File: config.mk
export PLATFORM = sky130hd
export DESIGN_NAME = dec_3_to_8
export DESIGN_NICKNAME = d
export VERILOG_FILES = /design/src/rtl/dec_3_to_8.sv
export SDC_FILE = /design/constraint.sdc
export NUM_CORES = 1
export LEC_CHECK = 0
export ABC_AREA = 1
export BUFFER_PORTS_ARGS = -buffer_cell sky130_fd_sc_hd__buf_2
export CORE_AREA = 2 2 39 41
export DETAILED_ROUTE_END_ITERATION = 12
export DIE_AREA = 0 0 41 43
export PLACE_DENSITY = 0.43
export SYNTH_ARGS = -nofsm -noshare
export SYNTH_HDL_FRONTEND = slang
export SYNTH_SLANG_ARGS = --single-unit
File: constraint.sdc
create_clock -name clk -period 1.2 [get_ports clk]
set_clock_uncertainty 0.05 [all_clocks]
set_input_delay 0.18 -clock clk [delete_from_list [all_inputs] [get_ports clk]]
set_output_delay 0.18 -clock clk [all_outputs]
set_load 0.05 [all_outputs]
File: src/rtl/dec_3_to_8.sv
// Registered binary-to-one-hot (or one-cold) decoder with enable.
// Latency: 1 clk from d_in/e to d_out; d_out is a pure register output.
// Backpressure: none; a new select code is accepted every cycle.
module dec_3_to_8 #(
  parameter int IN_W       = 3,
  parameter int OUT_W      = 1 << IN_W,
  parameter bit ACTIVE_LOW = 1'b0
) (
  input  logic             clk,
  input  logic             rst,
  input  logic [IN_W-1:0]  d_in,
  input  logic             e,
  output logic [OUT_W-1:0] d_out
);

  // Value held while no bit is selected (reset, disabled, out-of-range code).
  localparam logic [OUT_W-1:0] IDLE_VAL = {OUT_W{ACTIVE_LOW}};

  logic [OUT_W-1:0] hot;
  logic [OUT_W-1:0] dec_d;
  logic [OUT_W-1:0] dec_q;

  // One-hot decode over the full select width; codes >= OUT_W match no bit.
  always_comb begin
    hot = '0;
    for (int k = 0; k < OUT_W; k++) begin
      hot[k] = e && (32'(d_in) == k);
    end
    dec_d = ACTIVE_LOW ? ~hot : hot;
  end

  // Output register; reset drives the inactive value immediately.
  always_ff @(posedge clk or posedge rst) begin
    if (rst) begin
      dec_q <= IDLE_VAL;
    end else begin
      dec_q <= dec_d;
    end
  end

  assign d_out = dec_q;

endmodule

==> flow_metrics.env <==
export IMPL_outcome="complete, no violations"
export IMPL_numCtsBuffers=3
export IMPL_max_freq_mhz=961
export IMPL_layout_nets=51
export IMPL_cp_data_required_time_ps=970
export IMPL_start_kind="register"
export IMPL_path_cells="buf_2"
export IMPL_clk_pin_slew_worst_paths_ps=50
export IMPL_utilization_pct=27.8
export IMPL_clock_sinks=8
export IMPL_via_per_inst=3.71
export IMPL_cts_setup_buffers=0
export IMPL_grt_start_max_net_pins=9
export IMPL_post_drt_wl_per_cell_um=7.66
export IMPL_regArea_um2=200
export IMPL_drt_pass1_iterations=4
export IMPL_port_buffers=13
export IMPL_path_class="register to primary output"
export IMPL_dieArea_um2=1760
export IMPL_setup_violations_final=0
export IMPL_critPathCaptureType="primary output"
export IMPL_area_growth_pct=43.9
export IMPL_num_rows=14
export IMPL_fin_hold_ws_ps=143
export IMPL_yosysSeqAreaShare_pct=74.8
export IMPL_initial_core_util_pct=19.3
export IMPL_diodes=0
export IMPL_worstPathArrival_ps=810
export IMPL_largest_register_ffs=8
export IMPL_cts_path_max_buffers=2
export IMPL_ys_types=4
export IMPL_grt_pass1_vias=197
export IMPL_fin_setup_tns_ps=0
export IMPL_power_density_nw_per_um2=1390
export IMPL_cts_resized=0
export IMPL_num_fill_cells=153
export IMPL_die_w_um=41
export IMPL_slowest_stage="dfrtp_1"
export IMPL_wl_um=452
export IMPL_rsz0062_at_grt="false"
export IMPL_crit_buf_inv=1
export IMPL_slew_violations=0
export IMPL_avgSynthCellArea_um2=10.3
export IMPL_die_y_um=43
export IMPL_fin_crit_sh_pct=86.7
export IMPL_routed_via_count=219
export IMPL_max_stage_delay_ps=310
export IMPL_cts_hold_buffers=1
export IMPL_io_pins=14
export IMPL_multiInputGateArea_um2=52.6
export IMPL_hold_class="primary input to register"
export IMPL_final_hold_viol_count=0
export IMPL_syn_inst=26
export IMPL_tightest_slew_ps=288
export IMPL_cts_htree_levels=1
export IMPL_p_leak_nw=0.237
export IMPL_min_period_ps=1040
export IMPL_ant_nets=0
export IMPL_slew_headroom_pct=80.8
export IMPL_cts_root_buf="clkbuf_4"
export IMPL_grt_pass1_wl_um=710
export IMPL_first_iter_violations=7
export IMPL_drc=0
export IMPL_synth_seq_cells=8
export IMPL_coreArea_um2=1380
export IMPL_antenna_found_initial=0
export IMPL_place_congestion=0.654
export IMPL_final_common_cell="buf_2"
export IMPL_track_usage_pct=6.90
export IMPL_yosys_warnings=0
export IMPL_layout_common_cells="13 x buf_2, 8 x nor2_1, 8 x dfrtp_1"
export IMPL_crit_fanout=1
export IMPL_max_cap_viol_count=0
export IMPL_gr_total_overflow=0
export IMPL_drive_above_1_share_pct=37.2
export IMPL_cts_tree="done"
export IMPL_syn_num_nets=32
export IMPL_cpLargestDelayFamily="flip-flops"
export IMPL_syn_cell_area_um2=268
export IMPL_ir_worst_vdd_v=0.000370
## stage by stage
stage               cell area, µm²  std cells  worst slack (ps)  total power, W
floorplan                      268         26               384        0.000325
global placement               353         55               414        0.000346
detailed placement             353         55               418        0.000346
CTS                            385         59               150        0.000544
global route                   385         59               115        0.000571
finish                         385         59               160        0.000536
## where the power goes
group,internal (W),switching [W]
Combinational,0.0000173,0.0000475
Sequential,0.000277,0.00000119
Clock,0.000114,0.0000793
Total,0.000408,0.000128
## area by class of cell
cell class                 count  area share, %
sequential                     8           51.9
inverter                       4           3.90
multi-input combinational     14           13.6
tap                           16           5.19
timing repair buffer          14           19.5
clock buffer                   3           5.84
## final timing paths
path / startpoint / endpoint / cells after the start
max in group asynchronous: rst / d_out[0] / 3
min: d_in[1] / d_out[7] / 3
max: d_out[1] / d_out[1] / 1
min in group asynchronous: rst / d_out[7] / 3
## synth_stat cells
library cell / n / area (µm²)
nor2_1: 8 / 30.0
inv_1: 4 / 15.0
dfrtp_1: 8 / 200
nand2_1: 6 / 22.5
## logic make-up (layout without fill, tap and decap cells)
family,Yosys count,in the layout,share of synthesized area [%]
flip-flops,8,8,74.8
AND/OR/NAND/NOR,14,14,19.6
buffers and inverters,4,21,5.61
## routing by layer
layer  part of all wire (%)  global-route usage (%)
met1                     37                    6.31
met2                     52                    8.75
met3                     11                    1.57
met4                      0                    12.0
met5                      0                       0
Power figures use the tool's default switching activity.
